File: config.mk
export PLATFORM = sky130hd
export DESIGN_NAME = k2_pc_sequencer
export DESIGN_NICKNAME = d
export VERILOG_FILES = /design/src/rtl/k2_pkg.sv /design/src/rtl/k2_ret_stack.sv /design/src/rtl/k2_pc_sequencer.sv
export SDC_FILE = /design/constraint.sdc
export NUM_CORES = 1
export LEC_CHECK = 0
export CAP_MARGIN = 25
export CORE_AREA = 4 4 41 43
export DETAILED_ROUTE_END_ITERATION = 8
export DIE_AREA = 0 0 45 47
export PLACE_DENSITY = 0.61
export REMOVE_ABC_BUFFERS = 1
export SETUP_SLACK_MARGIN = 0.5
export SLEW_MARGIN = 25
export SYNTH_ARGS = -nofsm -noshare
export SYNTH_HDL_FRONTEND = slang
export SYNTH_SLANG_ARGS = --single-unit
File: constraint.sdc
create_clock -name clk -period 1.57 [get_ports clk]
set_clock_uncertainty 0.05 [all_clocks]
set_input_delay 0.314 -clock clk [delete_from_list [all_inputs] [get_ports clk]]
set_output_delay 0.314 -clock clk [all_outputs]
set_load 0.05 [all_outputs]
File: src/rtl/k2_pkg.sv
// +----------------------------------------------------------------------------+
// | k2_pkg : shared types and default sizes for the K2 PC sequencer            |
// | Revision: 1.0                                                              |
// +----------------------------------------------------------------------------+
`default_nettype none

package k2_pkg;

  localparam int K2_PC_W        = 4;
  localparam int K2_STACK_DEPTH = 4;

  typedef enum logic [1:0] {
    PH0  = 2'd0,
    PH1  = 2'd1,
    HALT = 2'd2
  } seq_state_e;

endpackage

`default_nettype wire

File: src/rtl/k2_ret_stack.sv
// +----------------------------------------------------------------------------+
// | k2_ret_stack : circular return-address LIFO with sticky error flag        |
// | Revision: 1.0                                                              |
// +----------------------------------------------------------------------------+
`default_nettype none

module k2_ret_stack
  import k2_pkg::*;
#(
  parameter int DEPTH = K2_STACK_DEPTH,
  parameter int W     = K2_PC_W
) (
  input  logic         clk,
  input  logic         rst,
  input  logic         push,
  input  logic         pop,
  input  logic [W-1:0] push_data,
  output logic [W-1:0] pop_data,
  output logic         full,
  output logic         empty,
  output logic         err
);

  localparam int PTR_W = $clog2(DEPTH);

  logic [W-1:0]     mem [DEPTH];
  logic [PTR_W-1:0] ptr;
  logic [PTR_W:0]   count;

  assign full     = (count == (PTR_W+1)'(DEPTH));
  assign empty    = (count == '0);
  assign pop_data = empty ? '0 : mem[ptr - PTR_W'(1)];

  // When full, ptr already points at the oldest entry, so a push overwrites it.
  always_ff @(posedge clk) begin
    if (rst) begin
      ptr   <= '0;
      count <= '0;
      err   <= 1'b0;
    end else if (push) begin
      ptr <= ptr + PTR_W'(1);
      if (full) err   <= 1'b1;
      else      count <= count + (PTR_W+1)'(1);
    end else if (pop) begin
      if (empty) begin
        err <= 1'b1;
      end else begin
        ptr   <= ptr - PTR_W'(1);
        count <= count - (PTR_W+1)'(1);
      end
    end
  end

  // Contents survive reset; only the pointer is cleared.
  always_ff @(posedge clk) begin
    if (push) mem[ptr] <= push_data;
  end

endmodule

`default_nettype wire

File: src/rtl/k2_pc_sequencer.sv
// +----------------------------------------------------------------------------+
// | k2_pc_sequencer : K2 program counter and two-phase step sequencer          |
// | Optional call/return stack enabled by macro K2_CALL_STACK_EN               |
// | Revision: 1.0                                                              |
// +----------------------------------------------------------------------------+
`default_nettype none

module k2_pc_sequencer
  import k2_pkg::*;
#(
  parameter int PC_W        = K2_PC_W,
  parameter int STACK_DEPTH = K2_STACK_DEPTH
) (
  input  logic            clk,
  input  logic            rst,
  input  logic            en,
  input  logic            instr_multi,
  input  logic            instr_halt,
`ifdef K2_CALL_STACK_EN
  input  logic            instr_call,
  input  logic            instr_ret,
`endif
  input  logic            jcf,
  input  logic [PC_W-1:0] target,
  output logic [PC_W-1:0] pc,
  output logic            s_reg,
  output logic            halted,
`ifdef K2_CALL_STACK_EN
  output logic            stack_err,
`endif
  output logic            pc_wrap
);

  localparam logic [1:0] ST_PH0  = PH0;
  localparam logic [1:0] ST_PH1  = PH1;
  localparam logic [1:0] ST_HALT = HALT;

  generate
    if (STACK_DEPTH < 2 || (STACK_DEPTH & (STACK_DEPTH - 1)) != 0) begin : g_bad_depth
      $error("STACK_DEPTH must be a power of two and at least 2");
    end
  endgenerate

  logic [1:0]      state, state_nxt;
  logic [PC_W-1:0] pc_nxt;
  logic            wrap_nxt;
  logic [PC_W:0]   pc_inc;

  assign pc_inc = {1'b0, pc} + (PC_W+1)'(1);
  assign s_reg  = state[0];

`ifdef K2_CALL_STACK_EN
  logic            push, pop;
  logic [PC_W-1:0] pop_data;
  logic            stk_full, stk_empty;

  k2_ret_stack #(
    .DEPTH (STACK_DEPTH),
    .W     (PC_W)
  ) u_ret_stack (
    .clk       (clk),
    .rst       (rst),
    .push      (push),
    .pop       (pop),
    .push_data (pc_inc[PC_W-1:0]),
    .pop_data  (pop_data),
    .full      (stk_full),
    .empty     (stk_empty),
    .err       (stack_err)
  );
`endif

  always_comb begin
    state_nxt = state;
    pc_nxt    = pc;
    wrap_nxt  = 1'b0;
`ifdef K2_CALL_STACK_EN
    push      = 1'b0;
    pop       = 1'b0;
`endif
    if (en) begin
      case (state)
        ST_PH0: begin
          if (instr_halt) begin
            state_nxt = ST_HALT;
`ifdef K2_CALL_STACK_EN
          end else if (instr_call) begin
            push   = 1'b1;
            pc_nxt = target;
          end else if (instr_ret) begin
            pop    = 1'b1;
            pc_nxt = pop_data;
`endif
          end else if (jcf) begin
            pc_nxt = target;
          end else if (instr_multi) begin
            state_nxt = ST_PH1;
          end else begin
            {wrap_nxt, pc_nxt} = pc_inc;
          end
        end
        ST_PH1: begin
          state_nxt = ST_PH0;
          if (jcf) pc_nxt = target;
          else     {wrap_nxt, pc_nxt} = pc_inc;
        end
        default: ;
      endcase
    end
  end

  always_ff @(posedge clk) begin
    if (rst) begin
      state   <= ST_PH0;
      pc      <= '0;
      halted  <= 1'b0;
      pc_wrap <= 1'b0;
    end else begin
      state   <= state_nxt;
      pc      <= pc_nxt;
      halted  <= (state_nxt == ST_HALT);
      pc_wrap <= wrap_nxt;
    end
  end

endmodule

`default_nettype wire

* Word-level counts from Yosys, hierarchy flattened
Cells that the tools add are included.
Operators by class: add/subtract/negate cells 1, equal/unequal tests 4, multiplexer cells 15, bitwise gates (word level) 1, reduce and logical (&&, ||, !) cells 4
Operator list (number):
- two-way mux 4 bit | 4
- two-way mux 2 bit | 4
- one-hot mux 4 bit (2 select lines) | 1
- adder 4 x 1 -> 5 bit (second input constant) | 1
- two-way mux 1 bit | 4
- one-hot mux 2 bit (2 select lines) | 1
- AND reduction 4 bit | 1
- inequality test 3 bit (second input constant) | 1
- equality test 2 x 1 -> 1 bit (second input constant) | 1
- equality test 2 bit (second input constant) | 1
- logical NOT 2 bit | 1
- inequality test 2 bit (second input constant) | 1
- one-hot mux 1 bit (2 select lines) | 1
- nonzero test 2 bit | 1
- OR reduction 2 bit | 1
- inverter 1 bit | 1
Word-level totals: flip-flop bits (word level) 8, input bits 10, output and inout port bits 7, logic and storage cells 29

* Logic depth before layout (Yosys ltp)
Gate-level depths: netlist (run 1).
depth in word-level cells 6, depth in mapped cells 4, depth with buffers taken out 4

* Worst setup path after synthesis (run 1)
No wires, ideal clock.
kind register to register, start point register pc[0], end point register pc[1], library setup time 0.132 ns, data arrival time 1.529 ns, data required time 1.388 ns, slack -0.141 ns, stages on the path, launching flop included 5, path buffers 0, period minus slack after synthesis 1.711 ns, cell sequence dfxtp_1 -> ha_1 -> mux2_2 -> nor4_1 -> a211oi_2
On the way: cells in the longest elaborated chain, start to end 5, elaborated cells on any way between the ends 6, those cells by class add/sub: 1; mux: 5
Ends and longest elaborated chain:
- start, declared | line k2_pc_sequencer.sv:25 | output logic [PC_W-1:0] pc,
- start signal, assigned | line k2_pc_sequencer.sv:120 | pc <= pc_nxt;
- adder 4 x 1 -> 5 bit (*) | line k2_pc_sequencer.sv:49 | assign pc_inc = {1'b0, pc} + (PC_W+1)'(1);
- two-way mux 4 bit | line k2_pc_sequencer.sv:96 | end else if (instr_multi) begin
- two-way mux 4 bit | line k2_pc_sequencer.sv:94 | end else if (jcf) begin
- two-way mux 4 bit | line k2_pc_sequencer.sv:84 | if (instr_halt) begin
- one-hot mux 4 bit (2 select lines) (*) | line k2_pc_sequencer.sv:82 | case (state)
Every way passes the cells marked *; elsewhere a longest branch is shown, timed or not. The select of a mux whose other input is x is not followed. A chain may end at the register's enable or synchronous reset.

* Worst setup path in the final report (run 1)
Same ends and word-level chain as after synthesis.

==> flow_summary.rst, run 1 <==
.. list-table::
   :header-rows: 1

   * - Metric
     - Value
   * - Run status
     - finished clean
   * - Fraction of the cycle the final worst path needs
     - 0.826
   * - Proportion of power drawn by the clock network
     - 0.253
   * - Number of standard cells after synthesis
     - 50
   * - Most used cells in the layout excluding fill and tap cells
     - 15 x buf_4, 7 x buf_12, 6 x dfxtp_2, 6 x buf_6, 5 x nand2_1
   * - Cell Rows
     - 13
   * - Avg Synthesized Cell Area
     - roughly 9.0 um^2
   * - Slowest-stage cell, CP
     - dfxtp_2
   * - Proportion of netlist area held by the largest area contributor
     - 0.358
   * - Least-Margin Pin Slew
     - just over 0.3 ns
   * - LEAKAGE
     - 0.429 nW
   * - Cell area after synthesis
     - ~450 um^2
   * - Antenna diodes
     - 0
   * - Synthesis-stage register bit count
     - 8
   * - Largest net degree at the start of global routing
     - 6
   * - Max-cap check violation count
     - 0
   * - Final setup violation count
     - 0
   * - Library cells used by synthesis
     - 26
   * - 1st-pass router iterations
     - 3
   * - Initial Util
     - 0.344
   * - CTS clk-pin slew, worst paths
     - 0.06 ns
   * - TritonCTS clock tree
     - built
   * - Critical Path AT
     - about 1.4 ns
   * - DR DRC count
     - 0
   * - Detailed Route WL
     - approximately 1.7 mm
   * - Total CTS buffers
     - 3
   * - Overflow after GRT
     - 0
   * - Iter 0 DRT Violations
     - 7
   * - Overall die width
     - between 40 and 50 um
   * - Net count reported at finish
     - around 100
   * - Path category of the worst min-delay check
     - reg -> reg
   * - Power density over the cells
     - around 600 mW/mm^2
   * - Die Area
     - ~0.0021 mm^2
   * - Largest incremental delay on the critical path
     - ~0.34 ns
   * - Cell type contributing the most total cell area after synthesis
     - dfxtp_1
   * - Critical Path Start Type
     - flip-flop
   * - Critical path data required time
     - about 1.7 ns
   * - Category of the critical setup timing path
     - reg -> reg
   * - Net Sw Power
     - ~0.19 mW
   * - Most frequent standard cell in the layout excluding fill and tap cells
     - buf_4
   * - Estimated wirelength of the detail-placed design
     - 937 um
   * - Number of antenna violations at the first check in global routing
     - 0
   * - Sequential Power Share
     - 0.360
   * - Post-synthesis sequential area ratio
     - 0.358
   * - Maximum operating frequency
     - 771 MHz
   * - Final Slew Violations
     - 0
   * - Yosys warnings
     - 0
   * - Number of hold violations in the final report
     - 0
   * - Net Sw Frac
     - 0.308
   * - Total internal power
     - approximately 0.43 mW
   * - Vias in the first global route
     - ~570
   * - Relative slew slack
     - 0.798
   * - Routed Antenna Nets
     - 0
   * - Peak supply drop
     - 510 uV
   * - Routability-driven placement congestion ratio
     - between 0.8 and 0.9
   * - Global-route wire length before repair
     - 2.43 mm
   * - Critical path, cell by cell
     - ha_4, mux2_4, nor4_4, a211oi_2
   * - Clock net sink count
     - 8
   * - Clock tree buffer depth
     - 2
   * - H-tree level count
     - 1
   * - Vert. Die Dim
     - 47 um
   * - Via count
     - roughly 540
   * - Fraction of final layout cells sized beyond drive strength 1
     - 0.659
   * - Global-route usage over all layers
     - 0.165
   * - Worst setup EP type
     - flip-flop
   * - Clk Tree Root Cell
     - clkbuf_4
   * - Top area cells in the synthesized netlist
     - dfxtp_1 36%, o32ai_2 7.3%, nand2_1 4.2%
   * - # IOs
     - 17
   * - Routed wire per std cell
     - ~16 um
   * - Overall Power
     - about 0.62 mW
   * - Clock latency on the worst-skew pair
     - roughly 0.25 ns
   * - Placeable core area
     - ~0.0013 mm^2
   * - Layout overhead on the synthesized area
     - 133%
   * - Via/cell ratio
     - between 5 and 6
   * - Combinational Power Share
     - 0.387
   * - Period minus WS final
     - roughly 1.3 ns
   * - Sum of negative setup slack
     - 0 ns
   * - Buffers on Ports
     - 16
   * - Largest fanout on the critical path
     - 2
   * - Setup repair after global routing missed its margin
     - true
## cell usage after synthesis
| cell | n |
|---|---|
| dfxtp_1 | 8 |
| nand2_1 | 5 |
| inv_1 | 4 |
| nor2_1 | 4 |
| nor4_1 | 3 |
| a31oi_1 | 2 |
| clkbuf_1 | 2 |
| nand2b_1 | 2 |
| nor3_1 | 2 |
| o32ai_2 | 2 |
| a2111oi_0 | 1 |
| a211oi_2 | 1 |
| a21oi_1 | 1 |
| a2bb2oi_1 | 1 |
| ha_1 | 1 |
| mux2_2 | 1 |
| mux2i_1 | 1 |
| nand3_1 | 1 |
| nor2b_1 | 1 |
| nor2b_2 | 1 |
| nor3b_1 | 1 |
| nor4b_1 | 1 |
| o2111ai_1 | 1 |
| o221a_2 | 1 |
| o31a_1 | 1 |
| or3_4 | 1 |
## worst max-delay path: cells and delay by family (launching register included)
| kind | cells | cell delay [ns] |
|---|---|---|
| flip-flops | 1 | 0.34 |
| AO/OA/AOI/OAI | 1 | 0.05 |
| AND/OR/NAND/NOR | 1 | 0.24 |
| multiplexers | 1 | 0.28 |
| adder cells (fa/ha/maj) | 1 | 0.23 |
## sequential cells by signal (all words and copies together) (netlist names)
| signal | cells |
|---|---|
| halted | 1 |
| pc | 4 |
| pc_wrap | 1 |
| state | 2 |
## per-layer routing
| layer | up-vias | share of wire | track usage |
|---|---|---|---|
| met5 | - | 0 | 0 |
| met4 | 0 | 0.026 | 0.123 |
| met3 | 6 | 0.062 | 0.0421 |
| met2 | 19 | 0.48 | 0.280 |
| met1 | 251 | 0.43 | 0.176 |
| li1 | 262 | - | - |
## kinds of logic (layout without fill, tap and decap cells)
group,count (synthesis),count (layout),synth area share
simple gates,22,22,0.274
compound gates,11,11,0.243
flops,8,8,0.358
buf+inv,6,44,0.0503
mux,2,2,0.0475
fa+ha+maj,1,1,0.0279
## through the flow
step	cell area (um^2)	utilization	hold WS (ns)	cells	setup WS [ns]
after floorplan	440	-	0.329	48	-0.141
after global routing	1040	0.803	0.502	103	0.215
after CTS	968	0.744	0.475	101	0.289
after detailed placement	787	0.605	0.458	92	-0.331
after global placement	787	0.605	0.459	92	-0.259
final	1040	0.803	0.484	103	0.274
## final cells by class
cell class              instances  area (um^2)
repair buffers                 37          413
multi-input cells              36          400
flip-flops and latches          8          175
well taps                      15         18.8
fillers                        86          256
clock buffers                   3         22.5
inverters                       4         15.0
## path summary, 6_finish.rpt
path / start / endpoint / slack [ns] / cells past startpoint
worst max-delay path: pc[0]$_SDFFE_PP0P_ / pc[1]$_SDFFE_PP0P_ / 0.27 / 4
worst min-delay path: pc[3]$_SDFFE_PP0P_ / pc[3]$_SDFFE_PP0P_ / 0.48 / 2
worst max register to register: pc[0]$_SDFFE_PP0P_ / pc[1]$_SDFFE_PP0P_ / 0.27 / 4
worst min register to register: pc[3]$_SDFFE_PP0P_ / pc[3]$_SDFFE_PP0P_ / 0.48 / 2
## power groups by stage
stage	Sequential (mW)	Clock, mW	Combinational [mW]
2_1_floorplan	0.252	0	0.0434
3_3_place_gp	0.224	0	0.170
3_5_place_dp	0.225	0	0.171
5_1_grt	0.223	0.173	0.252
6_report	0.222	0.156	0.239
4_1_cts	0.221	0.160	0.212
## what timing repair did
action,CTS,global route
pin swaps,5,8
hold buffers,0,0
setup endpoints to repair,13,13
buffers inserted,6,2
resized for setup,34,12
(Power assumes the default switching activity.)
==> run 2, diff against run 1 <==
- clock period: 1.57 -> 1.3 ns (I/O delays scaled with it)
==> flow_summary.rst, run 2 (synthesis results as in run 1) <==
.. list-table::
   :header-rows: 1

   * - Metric
     - Value
   * - Layout overhead on the synthesized area
     - 125%
   * - # IOs
     - 17
   * - Fraction of the cycle the final worst path needs
     - 0.983
   * - Initial Util
     - 0.344
   * - Area after detailed placement
     - around 800 um^2
   * - Number of cells on the worst reg-to-reg path
     - 4
   * - Hold slack
     - 0.424 ns
   * - Antenna diodes
     - 0
   * - Slack of the worst reg-to-reg path
     - roughly 0.022 ns
   * - Setup repair after global routing missed its margin
     - true
   * - Net count reported at finish
     - between 90 and 100
   * - Most frequent standard cell in the layout excluding fill and tap cells
     - buf_4
   * - Estimated wirelength of the detail-placed design
     - 992 um
   * - Endpoint of the worst-slack reg-to-reg timing path
     - pc[1]$_SDFFE_PP0P_
   * - Power density over the cells
     - 747 mW/mm^2
   * - Fillers
     - just under 90
   * - Final setup violation count
     - 0
   * - Clock net sink count
     - 8
   * - Cell Rows
     - 13
   * - Period minus WS final
     - around 1.3 ns
   * - Number of antenna violations at the first check in global routing
     - 0
   * - Detailed Route WL
     - around 1.7 mm
   * - M1 wire length
     - approximately 710 um
   * - Buffers on Ports
     - 16
   * - Total CTS buffers
     - 3
   * - Critical Path AT
     - between 1 and 1.5 ns
   * - Most used cells in the layout excluding fill and tap cells
     - 12 x buf_4, 7 x buf_12, 6 x dfxtp_2
   * - Clk Tree Root Cell
     - clkbuf_4
   * - 1st-pass router iterations
     - 4
   * - LEAKAGE
     - 0.402 nW
   * - Final instance area
     - 0.00101 mm^2
   * - Register name with the most flops
     - pc
   * - DR DRC count
     - 0
   * - Peak supply drop
     - between 600 and 700 uV
   * - Overflow after GRT
     - 0
   * - Routability-driven placement congestion ratio
     - roughly 0.9
   * - Number of hold violations in the final report
     - 0
   * - CTS clk-pin slew, worst paths
     - around 0.060 ns
   * - Largest net degree at the start of global routing
     - 7
   * - Post-layout instance count excluding filler cells
     - 99
   * - Largest registers ranked by flip-flop count
     - pc: 4 flops, state: 2 flops
   * - Fraction of final layout cells sized beyond drive strength 1
     - 0.643
   * - Clock tree buffer depth
     - 2
   * - Number of flip-flops in the largest register
     - 4
   * - Die Area
     - roughly 0.0021 mm^2
   * - Clock latency on the worst-skew pair
     - approximately 0.25 ns
   * - Global-route usage over all layers
     - 0.175
   * - Vias in the first global route
     - 569
   * - # placed instances
     - between 90 and 100
   * - Relative slew slack
     - 0.755
   * - Global-route wire length before repair
     - about 2.6 mm
   * - H-tree level count
     - 1
   * - Via count
     - ~530
   * - Launch instance of the worst register-to-register path
     - pc[0]$_SDFFE_PP0P_
   * - Run status
     - finished clean
   * - Iter 0 DRT Violations
     - 8
   * - Critical path data required time
     - roughly 1.4 ns
   * - Max-cap check violation count
     - 0
   * - TritonCTS clock tree
     - built
   * - Maximum operating frequency
     - between 700 and 800 MHz
   * - Routed wire per std cell
     - 16.9 um
   * - Routed Antenna Nets
     - 0
   * - Via/cell ratio
     - about 5.4
   * - Finished Core Util
     - 0.773
   * - Worst setup EP type
     - flip-flop
   * - Launch point of the worst path
     - pc[0]$_SDFFE_PP0P_
   * - Largest fanout on the critical path
     - 2
   * - Total of hold buffers inserted after clock tree synthesis
     - 0
   * - Placeable core area
     - 0.00130 mm^2
   * - End point of the critical path
     - pc[1]$_SDFFE_PP0P_
   * - Highest signal layer in the routed design
     - met4
   * - Final Slew Violations
     - 0
   * - Overall die width
     - ~45 um
   * - Least-Margin Pin Slew
     - between 0.3 and 0.4 ns
   * - Vert. Die Dim
     - between 40 and 50 um
   * - Critical Path Start Type
     - flip-flop
   * - Met2 wire length
     - roughly 840 um
   * - Path category of the worst min-delay check
     - in -> reg
   * - Routed wl met3
     - approximately 99 um
   * - Category of the critical setup timing path
     - reg -> reg
-- run 2: cell types whose count changed in the layout (fill, tap and decap cells not counted), sizes merged --
cell and delta:
dlygate4sd2 +2, buf -3, clkdlybuf4s15 -2, dlymetal6s2s -1
-- run 2: worst min path at each step --
stage	startpoint	to	slack, ns	cells after the start
floorplan	rst	pc[1]$_SDFFE_PP0P_	0.27	1
global placement	pc[3]$_SDFFE_PP0P_	pc[3]$_SDFFE_PP0P_	0.50	2
detailed placement	pc[3]$_SDFFE_PP0P_	pc[3]$_SDFFE_PP0P_	0.50	2
CTS	rst	pc[3]$_SDFFE_PP0P_	0.41	2
global route	rst	pc[3]$_SDFFE_PP0P_	0.45	2
finish	rst	pc[3]$_SDFFE_PP0P_	0.42	2
-- run 2: critical path: stages (launching register included) --
cell	delay, ns
dfxtp_2	0.34
ha_4	0.23
mux2_4	0.29
nor4_4	0.18
a211oi_2	0.07
-- run 2: report_power, final --
group / internal (mW) / switching [mW]
Clock: 0.107 / 0.0969
Sequential: 0.257 / 0.0130
Combinational: 0.144 / 0.134
Total: 0.507 / 0.244
-- run 2: what timing repair did --
item | in CTS | in global routing
setup endpoints to repair | 15 | 15
pin swaps | 4 | 2
endpoints found under the hold margin | 0 | 0
resized for setup | 39 | 6
buffers inserted | 1 | 1
-- run 2: per-stage QoR --
stage / setup WS, ns / total power [mW] / TNS, ns
after floorplan: -0.411 / 0.357 / -1.55
after global placement: -0.421 / 0.481 / -2.03
after detailed placement: -0.456 / 0.483 / -2.12
after CTS: 0.0475 / 0.728 / 0
after global routing: -0.0227 / 0.781 / -0.0288
final: 0.0217 / 0.751 / 0
-- run 2: cell type report --
class                   count  area, um^2  area share
well taps                  15        18.8      0.0187
flip-flops and latches      8         171       0.170
clock buffers               3        22.5      0.0224
repair buffers             33         367       0.364
inverters                   4        15.0      0.0149
multi-input cells          36         412       0.409
-- run 2: metal layers --
metal | vias to the layer above | GRT usage
met2 | 20 | 0.314
met5 | - | 0
met4 | 0 | 0.0643
li1 | 255 | -
met3 | 4 | 0.0383
met1 | 254 | 0.205
==> run 3, diff against run 2 <==
- REMOVE_ABC_BUFFERS: 1 -> unset
==> flow_summary.rst, run 3 (synthesis results as in run 1) <==
.. list-table::
   :header-rows: 1

   * - Metric
     - Value
   * - Worst setup EP type
     - flip-flop
   * - Number of antenna violations at the first check in global routing
     - 0
   * - Vias in the first global route
     - ~560
   * - Routed Antenna Nets
     - 0
   * - Area after detailed placement
     - between 800 and 900 um^2
   * - Placeable core area
     - 0.00130 mm^2
   * - Overflow after GRT
     - 0
   * - Critical path data required time
     - between 1 and 1.5 ns
   * - Relative slew slack
     - 0.804
   * - Via/cell ratio
     - 5.31
   * - Total CTS buffers
     - 3
   * - # placed instances
     - 95
   * - Routability-driven placement congestion ratio
     - 0.722
   * - Worst hold start
     - rst
   * - Run status
     - finished clean
   * - Global-route usage over all layers
     - 0.173
   * - Final Slew Violations
     - 0
   * - # IOs
     - 17
   * - Period minus WS final
     - approximately 1.3 ns
   * - Path category of the worst min-delay check
     - in -> reg
   * - Buffers on Ports
     - 16
   * - Setup repair after global routing missed its margin
     - true
   * - Via count
     - approximately 560
   * - Post-layout instance count excluding filler cells
     - 106
   * - Final instance area
     - 0.00108 mm^2
   * - Maximum operating frequency
     - approximately 790 MHz
   * - H-tree level count
     - 1
   * - Category of the critical setup timing path
     - reg -> reg
   * - Largest registers ranked by flip-flop count
     - pc: 4 flops, state: 2 flops
   * - Fraction of final layout cells sized beyond drive strength 1
     - 0.703
   * - Register name with the most flops
     - pc
   * - Clock tree buffer depth
     - 2
   * - Fraction of the cycle the final worst path needs
     - 0.968
   * - Die Area
     - approximately 0.0021 mm^2
   * - Antenna diodes
     - 0
   * - Largest net degree at the start of global routing
     - 8
   * - Power density over the cells
     - a little over 700 mW/mm^2
   * - Launch point of the worst path
     - state[1]$_SDFF_PP0_
   * - Least-Margin Pin Slew
     - 0.293 ns
   * - Overall Power
     - slightly below 0.8 mW
   * - Most used cells in the layout excluding fill and tap cells
     - 19 x buf_4, 7 x buf_12, 5 x nand2_1, 5 x dfxtp_4
   * - Estimated wirelength of the detail-placed design
     - around 950 um
   * - CTS clk-pin slew, worst paths
     - about 0.070 ns
   * - Initial Util
     - 0.344
   * - Peak supply drop
     - approximately 600 uV
   * - Net count of the mapped netlist
     - 61
   * - Routed wire per std cell
     - 17.3 um
   * - Clk Tree Root Cell
     - clkbuf_4
   * - LEAKAGE
     - approximately 0.44 nW
   * - Number of hold violations in the final report
     - 0
   * - Layout overhead on the synthesized area
     - 142%
   * - Iter 0 DRT Violations
     - 12
   * - Global-route wire length before repair
     - 2.58 mm
   * - Largest fanout on the critical path
     - 4
   * - Fillers
     - 83
   * - Area occupied by registers
     - 183 um^2
   * - Detailed Route WL
     - approximately 1.8 mm
   * - Max-cap check violation count
     - 0
   * - Final setup violation count
     - 0
   * - Net count reported at finish
     - approximately 100
   * - 1st-pass router iterations
     - 4
   * - Clock latency on the worst-skew pair
     - about 0.26 ns
   * - Overall die width
     - about 45 um
   * - TritonCTS clock tree
     - built
   * - Most frequent standard cell in the layout excluding fill and tap cells
     - buf_4
   * - Vert. Die Dim
     - roughly 47 um
   * - Total of hold buffers inserted after clock tree synthesis
     - 0
   * - Clock net sink count
     - 8
   * - Launch instance of the worst register-to-register path
     - state[1]$_SDFF_PP0_
   * - DR DRC count
     - 0
   * - Critical Path AT
     - 1.37 ns
   * - Sum of negative setup slack
     - 0 ns
   * - Number of flip-flops in the largest register
     - 4
   * - Cell Rows
     - 13
   * - Area taken by multi-input logic gates
     - around 440 um^2
   * - Critical Path Start Type
     - flip-flop
==> run 3: changes by cell type in the layout (fill, tap and decap cells not counted), sizes merged <==
cell / previous run / this run
buf: 25 / 31
clkbuf: 3 / 5
dlygate4sd2: 4 / 3
==> run 3: final cells by class <==
type / instances / share of cell area
multi-input combinational: 36 / 0.402
timing repair buffer: 39 / 0.373
sequential: 8 / 0.169
clock buffer: 4 / 0.0243
tap: 15 / 0.0173
inverter: 4 / 0.0139
==> run 3: through the flow <==
stage / utilization / setup WS (ns) / hold WS (ns)
after floorplan: - / -0.0293 / 0.369
after global placement: 0.661 / -0.424 / 0.464
after detailed placement: 0.661 / -0.408 / 0.467
after CTS: 0.769 / 0.0539 / 0.439
after global routing: 0.832 / 0.00173 / 0.256
final: 0.832 / 0.0416 / 0.253
==> run 3: routing by layer <==
layer / up-vias / routed length, um / part of all wire / global-route usage
met5: - / 0 / 0 / 0
met3: 6 / 74 / 0.040 / 0.0345
met2: 18 / 905 / 0.49 / 0.285
li1: 275 / - / - / -
met1: 264 / 807 / 0.44 / 0.220
met4: 0 / 43 / 0.023 / 0.0702
==> run 3: path summary, 6_finish.rpt <==
kind                            depth (start not counted)  slack [ns]            endpoint
worst max-delay path                                    3        0.04  pc[0]$_SDFFE_PP0P_
worst min-delay path                                    2        0.25  pc_wrap$_SDFF_PP0_
worst max register to register                          3        0.04  pc[0]$_SDFFE_PP0P_
worst min register to register                          2        0.55   halted$_SDFF_PP0_
==> run 3: what timing repair did <==
item	in CTS	in global routing
resized for setup	26	12
pin swaps	2	4
cloned	0	0
buffers inserted	4	3
endpoints found under the setup margin	15	15
==> run 3: where the power goes <==
part           total, mW  switching (mW)  internal (mW)
Sequential         0.266          0.0134          0.252
Combinational      0.296           0.140          0.155
Clock              0.222           0.103          0.118
==> run 3: critical path: stages (launching register included) <==
cell and delay (ns):
dfxtp_2 0.32, nand2b_4 0.14, or3_4 0.43, o221a_4 0.22
